[src/rtl/act_lut_loader_pkg.sv]
// Shared constants for the activation LUT loader.
//   - State encoding (IDLE, LOAD, CHECK, READY) as legacy-compatible constants.
//   - Default table geometry (ADDR_W, DATA_W) and the entry count.
package act_lut_loader_pkg;

  localparam int unsigned LUT_ADDR_W  = 4;
  localparam int unsigned LUT_DATA_W  = 8;
  localparam int unsigned LUT_ENTRIES = 1 << LUT_ADDR_W;

  localparam int unsigned STATE_W = 2;

  localparam logic [STATE_W-1:0] ST_IDLE  = 2'd0;
  localparam logic [STATE_W-1:0] ST_LOAD  = 2'd1;
  localparam logic [STATE_W-1:0] ST_CHECK = 2'd2;
  localparam logic [STATE_W-1:0] ST_READY = 2'd3;

endpackage : act_lut_loader_pkg

[src/rtl/act_lut_regfile.sv]
// Activation table storage: one synchronous write port and a combinational
// dual read port returning entry[a] and entry[a+1], the latter saturating at
// the last entry so the top segment has zero slope.
// Ports:
//   clk_i, rst_i          clock, async active-high reset (clears all entries)
//   we_i, waddr_i, wdata_i  write port
//   raddr_i               read address
//   rbase_o, rnext_o      entry[raddr], entry[min(raddr+1, last)]
module act_lut_regfile #(
  parameter int unsigned ADDR_W = 4,
  parameter int unsigned DATA_W = 8
) (
  input  logic              clk_i,
  input  logic              rst_i,
  input  logic              we_i,
  input  logic [ADDR_W-1:0] waddr_i,
  input  logic [DATA_W-1:0] wdata_i,
  input  logic [ADDR_W-1:0] raddr_i,
  output logic [DATA_W-1:0] rbase_o,
  output logic [DATA_W-1:0] rnext_o
);

  localparam int unsigned Depth = 1 << ADDR_W;

  logic [DATA_W-1:0] mem_q [Depth];
  logic [ADDR_W-1:0] raddr_next;

  // Storage array, cleared to zero on reset.
  always_ff @(posedge clk_i or posedge rst_i) begin
    if (rst_i) begin
      for (int unsigned i = 0; i < Depth; i++) begin
        mem_q[i] <= '0;
      end
    end else if (we_i) begin
      mem_q[waddr_i] <= wdata_i;
    end
  end

  // Next address saturates at the last entry.
  always_comb begin
    raddr_next = raddr_i + ADDR_W'(1);
    if (raddr_i == '1) begin
      raddr_next = raddr_i;
    end
  end

  assign rbase_o = mem_q[raddr_i];
  assign rnext_o = mem_q[raddr_next];

endmodule : act_lut_regfile

[src/rtl/act_lut_loader.sv]
// Writable activation lookup table with a streaming valid/ready load port.
// Sixteen signed samples are streamed in after load_start; the table then
// serves base/next pairs combinationally to the activation interpolator.
// Optional feature: define ACT_LUT_CHECKSUM_EN to add a 17th checksum beat
// (modulo-2^DATA_W sum of the samples) checked in a CHECK state; err is live
// only in that build and tied to 0 otherwise.
// Ports:
//   clk, rst                     clock, async active-high reset
//   load_start                   begin / restart a table load
//   wr_valid, wr_data, wr_ready  load beat handshake
//   busy, loaded, err            load status
//   rd_address                   segment index
//   rd_base, rd_next_data        entry[a], entry[min(a+1, last)]
module act_lut_loader
  import act_lut_loader_pkg::*;
#(
  parameter int unsigned ADDR_W = LUT_ADDR_W,
  parameter int unsigned DATA_W = LUT_DATA_W
) (
  input  logic                     clk,
  input  logic                     rst,
  input  logic                     load_start,
  input  logic                     wr_valid,
  input  logic signed [DATA_W-1:0] wr_data,
  output logic                     wr_ready,
  output logic                     busy,
  output logic                     loaded,
  output logic                     err,
  input  logic        [ADDR_W-1:0] rd_address,
  output logic signed [DATA_W-1:0] rd_base,
  output logic signed [DATA_W-1:0] rd_next_data
);

  logic [STATE_W-1:0] state_q, state_d;
  logic [ADDR_W-1:0]  count_q, count_d;
  logic               loaded_q, loaded_d;
  logic               wr_en_c;
  logic               accept_c;

`ifdef ACT_LUT_CHECKSUM_EN
  logic [DATA_W-1:0]  acc_q, acc_d;
  logic               err_q, err_d;
`endif

  // A beat is taken only when no restart is requested in the same cycle.
  assign accept_c = wr_valid && wr_ready && !load_start;

  // State, counter and status registers.
  always_ff @(posedge clk or posedge rst) begin
    if (rst) begin
      state_q  <= ST_IDLE;
      count_q  <= '0;
      loaded_q <= 1'b0;
`ifdef ACT_LUT_CHECKSUM_EN
      acc_q    <= '0;
      err_q    <= 1'b0;
`endif
    end else begin
      state_q  <= state_d;
      count_q  <= count_d;
      loaded_q <= loaded_d;
`ifdef ACT_LUT_CHECKSUM_EN
      acc_q    <= acc_d;
      err_q    <= err_d;
`endif
    end
  end

  // Next-state and write-enable logic.
  always_comb begin
    state_d  = state_q;
    count_d  = count_q;
    loaded_d = loaded_q;
    wr_en_c  = 1'b0;
`ifdef ACT_LUT_CHECKSUM_EN
    acc_d    = acc_q;
    err_d    = err_q;
`endif

    case (state_q)
      ST_IDLE, ST_READY: begin
        if (load_start) begin
          state_d  = ST_LOAD;
          count_d  = '0;
          loaded_d = 1'b0;
`ifdef ACT_LUT_CHECKSUM_EN
          acc_d    = '0;
          err_d    = 1'b0;
`endif
        end
      end

      ST_LOAD: begin
        if (load_start) begin
          count_d = '0;
`ifdef ACT_LUT_CHECKSUM_EN
          acc_d   = '0;
`endif
        end else if (accept_c) begin
          wr_en_c = 1'b1;
          count_d = count_q + ADDR_W'(1);
`ifdef ACT_LUT_CHECKSUM_EN
          acc_d   = acc_q + DATA_W'(wr_data);
`endif
          if (count_q == '1) begin
`ifdef ACT_LUT_CHECKSUM_EN
            state_d  = ST_CHECK;
`else
            state_d  = ST_READY;
            loaded_d = 1'b1;
`endif
          end
        end
      end

`ifdef ACT_LUT_CHECKSUM_EN
      ST_CHECK: begin
        if (load_start) begin
          state_d = ST_LOAD;
          count_d = '0;
          acc_d   = '0;
        end else if (accept_c) begin
          if (DATA_W'(wr_data) == acc_q) begin
            state_d  = ST_READY;
            loaded_d = 1'b1;
          end else begin
            state_d  = ST_IDLE;
            loaded_d = 1'b0;
            err_d    = 1'b1;
          end
        end
      end
`endif

      default: begin
        state_d = ST_IDLE;
      end
    endcase
  end

  // Status outputs decode directly from registered state.
  assign busy     = (state_q == ST_LOAD) || (state_q == ST_CHECK);
  assign wr_ready = busy;
  assign loaded   = loaded_q;
`ifdef ACT_LUT_CHECKSUM_EN
  assign err      = err_q;
`else
  assign err      = 1'b0;
`endif

  logic [DATA_W-1:0] rbase_c, rnext_c;

  act_lut_regfile #(
    .ADDR_W (ADDR_W),
    .DATA_W (DATA_W)
  ) u_regfile (
    .clk_i   (clk),
    .rst_i   (rst),
    .we_i    (wr_en_c),
    .waddr_i (count_q),
    .wdata_i (wr_data),
    .raddr_i (rd_address),
    .rbase_o (rbase_c),
    .rnext_o (rnext_c)
  );

  assign rd_base      = rbase_c;
  assign rd_next_data = rnext_c;

endmodule : act_lut_loader
[config.mk]
export PLATFORM = sky130hd
export DESIGN_NAME = act_lut_loader
export DESIGN_NICKNAME = d
export VERILOG_FILES = /design/src/rtl/act_lut_loader_pkg.sv /design/src/rtl/act_lut_regfile.sv /design/src/rtl/act_lut_loader.sv
export SDC_FILE = /design/constraint.sdc
export NUM_CORES = 1
export LEC_CHECK = 0
export ABC_AREA = 1
export CAP_MARGIN = 20
export CORE_UTILIZATION = 46
export DETAILED_ROUTE_END_ITERATION = 6
export GPL_TIMING_DRIVEN = 0
export PLACE_DENSITY = 0.69
export SYNTH_ARGS = -nofsm -noshare
export SYNTH_HDL_FRONTEND = slang
export SYNTH_SLANG_ARGS = --single-unit
[constraint.sdc]
create_clock -name clk -period 13.8 [get_ports clk]
set_clock_uncertainty 0.15 [all_clocks]
set_input_delay 2.76 -clock clk [delete_from_list [all_inputs] [get_ports clk]]
set_output_delay 2.76 -clock clk [all_outputs]
set_load 0.01 [all_outputs]
==> results of run 1 <==
==> report_power, final <==
part / internal (uW) / switching [uW]
registers: 447 / 40.1
logic: 90.0 / 190
clock network: 273 / 194
==> registers in the layout (all words and copies together) (netlist names) <==
register         cells
u_regfile.mem_q    128
loaded               1
count_q              4
state_q              2
==> per-layer routing <==
layer,GRT usage (%),share of wire (%),vias to the layer above
met1,52.28,43,3908
met4,14.65,3.1,0
li1,-,-,3771
met5,0,0,-
met3,8.942,11,78
met2,53.13,43,529
==> area by class of cell <==
type	count	area, um2
inverter	156	590.6
buffer	76	349.1
timing repair buffer	35	367.9
multi-input combinational	756	3638
clock buffer	19	442.9
clock inverter	12	142.6
sequential	135	3378
fill	1665	7516
tap	220	275.3
==> worst min path at each step <==
stage | from | to | slack, ns
after CTS | u_regfile.mem_q[20] | u_regfile.mem_q[20] | 0.34
after global routing | u_regfile.mem_q[11] | u_regfile.mem_q[11] | 0.36
final | u_regfile.mem_q[73] | u_regfile.mem_q[73] | 0.33
after detailed placement | u_regfile.mem_q[46] | u_regfile.mem_q[46] | 0.32
after floorplan | u_regfile.mem_q[104] | u_regfile.mem_q[104] | 0.30
after global placement | u_regfile.mem_q[116] | u_regfile.mem_q[116] | 0.32
==> cells in the mapped netlist (3+ instances only) <==
cell                       number
sky130_fd_sc_hd__a21oi_1       64
sky130_fd_sc_hd__buf_1          8
sky130_fd_sc_hd__buf_2         27
sky130_fd_sc_hd__buf_4          8
sky130_fd_sc_hd__clkbuf_1      33
sky130_fd_sc_hd__dfrtp_1      135
sky130_fd_sc_hd__ha_1           7
sky130_fd_sc_hd__inv_1        149
sky130_fd_sc_hd__inv_2          6
sky130_fd_sc_hd__nand2_1      270
sky130_fd_sc_hd__nand2_2        3
sky130_fd_sc_hd__nand3_1      175
sky130_fd_sc_hd__nand4_1       10
sky130_fd_sc_hd__nand4_4        6
sky130_fd_sc_hd__nor2_1        10
sky130_fd_sc_hd__o21ai_0      197
sky130_fd_sc_hd__o21ai_2        3
==> cells by family after synthesis <==
logic type,count (synthesis),synth area share [%]
AND/OR/NAND/NOR,477,27.21
AO/OA/AOI/OAI,270,17.28
buffers and inverters,232,11.75
flip-flops,135,42.49
adder cells (fa/ha/maj),7,1.101
multiplexers,1,0.1259
other,1,0.04716
==> per-stage QoR <==
stage	instance area, um2	std cells	util, %	setup WS [ns]
finish	9185	1409	55.00	4.893
global route	9185	1409	55.00	4.831
CTS	9185	1409	55.00	4.998
detailed placement	8600	1378	51.49	5.020
global placement	8567	1377	51.30	5.057
floorplan	7951	1123	-	6.877
==> worst register-to-register path, delay by kind of cell (launching register included) <==
kind	cells	cell delay, ns
compound gates	1	0.07
fa+ha+maj	1	0.32
buf+inv	4	0.64
flops	1	0.35
simple gates	5	0.84
==> placed cells by master (no fill, tap or decap), types with 5 or more instances in the layout <==
master	instances
sky130_fd_sc_hd__nand2_1	270
sky130_fd_sc_hd__o21ai_0	197
sky130_fd_sc_hd__nand3_1	175
sky130_fd_sc_hd__inv_1	148
sky130_fd_sc_hd__dfrtp_1	135
sky130_fd_sc_hd__a21oi_1	64
sky130_fd_sc_hd__clkbuf_1	34
sky130_fd_sc_hd__clkdlybuf4s50_1	34
sky130_fd_sc_hd__buf_2	27
sky130_fd_sc_hd__clkbuf_16	17
sky130_fd_sc_hd__nor2_1	10
sky130_fd_sc_hd__nand4_1	10
sky130_fd_sc_hd__buf_4	8
sky130_fd_sc_hd__buf_1	8
sky130_fd_sc_hd__ha_1	7
sky130_fd_sc_hd__inv_2	6
sky130_fd_sc_hd__nand4_4	6
sky130_fd_sc_hd__inv_6	5
==> impl_results.md, run 1 <==
- Postcts setup bufs: 0
- Detailed Route WL: 31,480 um
- Per-cell routed wire length: 22.34 um
- GRT Overall Usage: 36.61%
- Cell type with the highest occurrence count on the critical path: sky130_fd_sc_hd__nand3_1
- Worst EP required: 10.89 ns
- Run status: finished clean
- Syn_area_per_cell: 7.080 um2
- Synth-to-layout area growth: 15.52%
- Number of buffers and inverters on the critical path: 3
- Number of hold violations in the final report: 0
- Root cell of the clock tree: sky130_fd_sc_hd__clkbuf_16
- Overall power consumption: 1234 uW
- Biggest area contributors in the synthesized netlist: sky130_fd_sc_hd__dfrtp_1, sky130_fd_sc_hd__nand2_1, sky130_fd_sc_hd__o21ai_0, sky130_fd_sc_hd__nand3_1, sky130_fd_sc_hd__inv_1
- Diodes inserted: 0
- Category of the worst setup path capture point: primary output
- Area of the mapped netlist: 7951 um2
- Setup tns final: 0 ns
- Lkg Pwr: 0.004195 uW
- Crit path kind: in -> out
- PD cells: 134.4 nW/um2
- Half-perimeter wire length after placement: 22,090 um
- Path length in cells of the critical path: 10
- Vert. Die Dim: 133.5 um
- Hold/Removal Path Class: reg -> reg
- Post-synth top area cell: sky130_fd_sc_hd__dfrtp_1
- CTS resizes: 0
- Reg2Reg Setup Slack: 11.29 ns
- Count of clock tree sinks: 135
- Area enclosed by the die boundary: 17,820 um2
- Number of antenna violations at the first check in global routing: 0
- Worst-Skew Late Latency: 0.43 ns
- Count of cells along the worst hold path: 2
- Proportion of synthesized flip-flops having asynchronous set or reset: 100.0%
- Total congestion overflow after global routing: 0
- Critical path arrival: 6.00 ns
- Global-route wire length before repair: 47,040 um
- Total iterations of the first detailed-routing run: 6
- Main flop type after synthesis: sky130_fd_sc_hd__dfrtp_1
- Maximum VDD drop: 0.0001117 V
- Family of cells with the greatest summed delay on the critical path: buffers and inverters
- Setup Viol. Count Final: 0
- Max incr delay on CP: 0.64 ns
- Die Width: 133.5 um
- Effective utilization at floorplan: 47.61%
- Vias: 8,286
- Final worst hold slack: 0.3337 ns
- Crit start category: input pin
- Layout net count: 1,200
- Number of cells produced by synthesis: 1,123
- Yosys top cell area share: 42.49%
- Final estimated routing congestion in global placement: 1.011
- Maximum buffer depth of the clock tree: 2
- Number of buffers created by CTS: 17
- Post-route minimum period: 8.907 ns
- Max-Cap Viols: 0
- Quantity of I/O buffers inserted on ports: 34
- Hold bufs inserted after CTS: 0
- Post-synth net total: 1,146
- Maximum number of pins on one net before global-route repair: 86
- Final period util: 64.54%
- Clock transition at the registers of the reported paths: 0.06 ns
- Flip-flop and latch count after synthesis: 135
- Num ports: 36
- DRT iter0 DRCs: 1,211
- Startpoint of the worst register-to-register path: state_q[0]
- Remaining antenna violation count: 0
- # H-tree levels: 4
- Relative slew slack: 43.19%
- Final number of max-transition violations: 0
- Clock tree from TritonCTS: done
- Detail-routed via count per cell: 5.881
- DRC violation count after routing: 0
- Rows: 47
- R2R Path End: u_regfile.mem_q[65]
- Count of yosys warnings during synthesis: 0
- Setup repair after global routing missed its margin: no
- Count of different cell masters after synthesis: 28
- Source of the critical timing path: rd_address[0]
- Number of global-route vias before repair: 7,674
- Setup crit end: rd_next_data[3]
- Worst slew pin tran: 0.8522 ns
- Fraction of layout cells with a size suffix above 1: 7.317%
- Sequence of cells on the critical path: clkdlybuf4s50_1 -> ha_1 -> nand3_2 -> o21ai_2 -> clkbuf_1 -> nand3_1 -> nand3_1 -> nand3_1 -> nand2_1 -> clkdlybuf4s50_1
- Count of flip-flops with a built-in enable after synthesis: 0
- Placeable Area: 16,700 um2
- Crit path max fanout: 10
- Max Clock Freq: 0.1123 GHz
- Depth of the worst register-to-register path: 11
- Sequential area share after synthesis: 42.49%
- Master of the slowest instance on the critical path: sky130_fd_sc_hd__clkdlybuf4s50_1
Power figures use the tool's default switching activity.
==> inputs of run 2 (changes only) <==
Settings changed: PLACE_DENSITY 0.69 to 0.72.
Clock period 13.8 ns to 8.05 ns, I/O delays scaled along.
==> impl_results.md, run 2 (same netlist as run 1, synthesis figures left out) <==
- DRC violation count after routing: 0
- Count of cells along the worst hold path: 2
- Vias: 8,263
- Cell type with the highest occurrence count on the critical path: sky130_fd_sc_hd__nand3_1
- Number of antenna violations at the first check in global routing: 0
- Clock tree from TritonCTS: done
- Lkg Pwr: 0.004208 uW
- Metal-1 WL: 13,090 um
- Total congestion overflow after global routing: 0
- Layout net count: 1,200
- Crit start category: input pin
- Setup repair after global routing missed its margin: no
- Met3 layer wire length in the routed design: 3692 um
- Worst-case hold path end point: u_regfile.mem_q[78]
- Area enclosed by the die boundary: 17,820 um2
- Number of buffers created by CTS: 17
- Clock network fraction of total power: 38.0%
- Total iterations of the first detailed-routing run: 7
- Seq. cell area: 3378 um2
- Remaining antenna violation count: 0
- Master of the slowest instance on the critical path: sky130_fd_sc_hd__clkbuf_1
- CTS resizes: 0
- Register ranked first by flip-flop count: u_regfile.mem_q
- Crit path kind: in -> out
- Startpoint of the worst register-to-register path: state_q[0]
- Hold bufs inserted after CTS: 0
- Final worst hold slack: 0.3369 ns
- PD cells: 231.2 nW/um2
- Critical path arrival: 4.91 ns
- Sequence of cells on the critical path: clkdlybuf4s50_1 -> ha_1 -> nand3_2 -> o21ai_2 -> clkbuf_1 -> nand3_1 -> nand3_1 -> nand3_1 -> nand2_1 -> clkdlybuf4s50_1
- Worst EP required: 6.29 ns
- Final period util: 82.84%
- Maximum VDD drop: 0.0001694 V
- Registers with the most flip-flops: u_regfile.mem_q x128, count_q x4, state_q x2
- Maximum buffer depth of the clock tree: 2
- Vert. Die Dim: 133.5 um
- Internal power contribution: 1364 uW
- Number of hold violations in the final report: 0
- DRT iter0 DRCs: 1,061
- Uppermost metal layer occupied by signal nets: met4
- Max Clock Freq: 0.1499 GHz
- Placeable Area: 16,700 um2
- Combinational fraction of design power: 22.5%
- Reg2Reg Setup Slack: 5.53 ns
- Switching share of total power: 35.93%
- Crit path max fanout: 10
- Clock transition at the registers of the reported paths: 0.06 ns
- Family of cells with the greatest summed delay on the critical path: buffers and inverters
- Portion of total power attributed to sequential cells: 39.5%
- Detail-routed via count per cell: 5.860
- # H-tree levels: 4
- Effective utilization at floorplan: 47.61%
- Met2 wire length: 13,000 um
- Worst-Skew Late Latency: 0.44 ns
- Fraction of layout cells with a size suffix above 1: 7.479%
- Max incr delay on CP: 0.69 ns
- Max-Cap Viols: 0
- Quantity of I/O buffers inserted on ports: 34
- Top library cells by usage in the layout, fill and taps aside: sky130_fd_sc_hd__nand2_1, sky130_fd_sc_hd__o21ai_0, sky130_fd_sc_hd__nand3_1
- Worst slew pin tran: 0.8675 ns
- Number of buffers and inverters on the critical path: 3
- Category of the worst setup path capture point: primary output
- Multi-input combinational cell area: 3638 um2
- Detailed Route WL: 31,040 um
- Root cell of the clock tree: sky130_fd_sc_hd__clkbuf_16
- Depth of the worst register-to-register path: 11
- Switching power summed over all nets: 765.0 uW
- R2R Path End: u_regfile.mem_q[73]
- Setup tns final: 0 ns
- Relative slew slack: 42.17%
- Maximum number of pins on one net before global-route repair: 94
- # fillers: 1,645
- Commonest non-fill, non-tap cell in the layout: sky130_fd_sc_hd__nand2_1
- Count of clock tree sinks: 135
- Half-perimeter wire length after placement: 22,020 um
- Setup Viol. Count Final: 0
- Die Width: 133.5 um
- Per-cell routed wire length: 22.01 um
- Synth-to-layout area growth: 15.81%
- Diodes inserted: 0
- Hold/Removal Path Class: reg -> reg
- Postcts setup bufs: 0
- GRT Overall Usage: 36.57%
- Hold Path Origin: u_regfile.mem_q[78]
- Rows: 47
- Flip-flop count of the largest register after layout: 128
- Number of global-route vias before repair: 7,713
- Num ports: 36
- Global-route wire length before repair: 47,410 um
- Post-route minimum period: 6.669 ns
- Final number of max-transition violations: 0
- Final estimated routing congestion in global placement: 1.029
- Run status: finished clean
[run 2: cell types whose count changed in the layout (fill, tap and decap cells not counted), sizes merged]
cell and change:
clkbuf -2, bufinv -1, clkinv +3, clkinvlp -1, inv +2
[run 2: worst max-delay path by stage]
stage                       start                  end  slack, ns  cells past startpoint
finish              rd_address[0]      rd_next_data[0]       1.38                     10
global route        rd_address[0]      rd_next_data[2]       1.28                     10
CTS                 rd_address[0]      rd_next_data[0]       1.55                     10
detailed placement  rd_address[0]      rd_next_data[5]       1.57                     10
global placement              rst  u_regfile.mem_q[72]       0.80                      2
floorplan                     rst           count_q[0]       2.68                      1
[run 2: cell type report]
type / count / share of cell area (%)
inverter: 156 / 6.413
buffer: 76 / 3.791
clock inverter: 15 / 1.997
tap: 220 / 2.989
timing repair buffer: 35 / 3.995
multi-input combinational: 756 / 39.51
sequential: 135 / 36.68
clock buffer: 17 / 4.620
[run 2: power groups by stage]
stage / combinational, uW / sequential, uW / clock, uW
6_report: 479 / 842 / 808
2_1_floorplan: 293 / 818 / 0
3_5_place_dp: 458 / 847 / 0
5_1_grt: 523 / 848 / 836
4_1_cts: 461 / 836 / 809
3_3_place_gp: 451 / 842 / 0
[run 2: layer usage]
metal	up-vias	GRT usage (%)
li1	3774	-
met1	3859	52.06
met2	539	52.00
met3	91	9.855
met4	0	15.72
met5	-	0
[run 2: worst reg2reg max path, stage by stage (launching register included)]
cell                       delay [ns]
sky130_fd_sc_hd__dfrtp_1         0.35
sky130_fd_sc_hd__inv_1           0.06
sky130_fd_sc_hd__ha_1            0.32
sky130_fd_sc_hd__inv_2           0.08
sky130_fd_sc_hd__nand2_1         0.07
sky130_fd_sc_hd__nor2_1          0.11
sky130_fd_sc_hd__nand2_1         0.07
sky130_fd_sc_hd__inv_2           0.13
sky130_fd_sc_hd__nand4_1         0.47
sky130_fd_sc_hd__clkbuf_1        0.37
sky130_fd_sc_hd__nand2_1         0.10
sky130_fd_sc_hd__o21ai_0         0.08
[run 2: through the flow]
stage                     setup slack (ns)  area [um2]  power, uW  instances  util [%]
after global routing                 1.278        9209       2207       1410     55.14
after CTS                            1.554        9209       2106       1410     55.14
after global placement              0.7955        8567       1294       1377     51.30
final                                1.381        9209       2129       1410     55.14
after detailed placement             1.570        8600       1305       1378     51.49
after floorplan                      2.679        7951       1110       1123         -
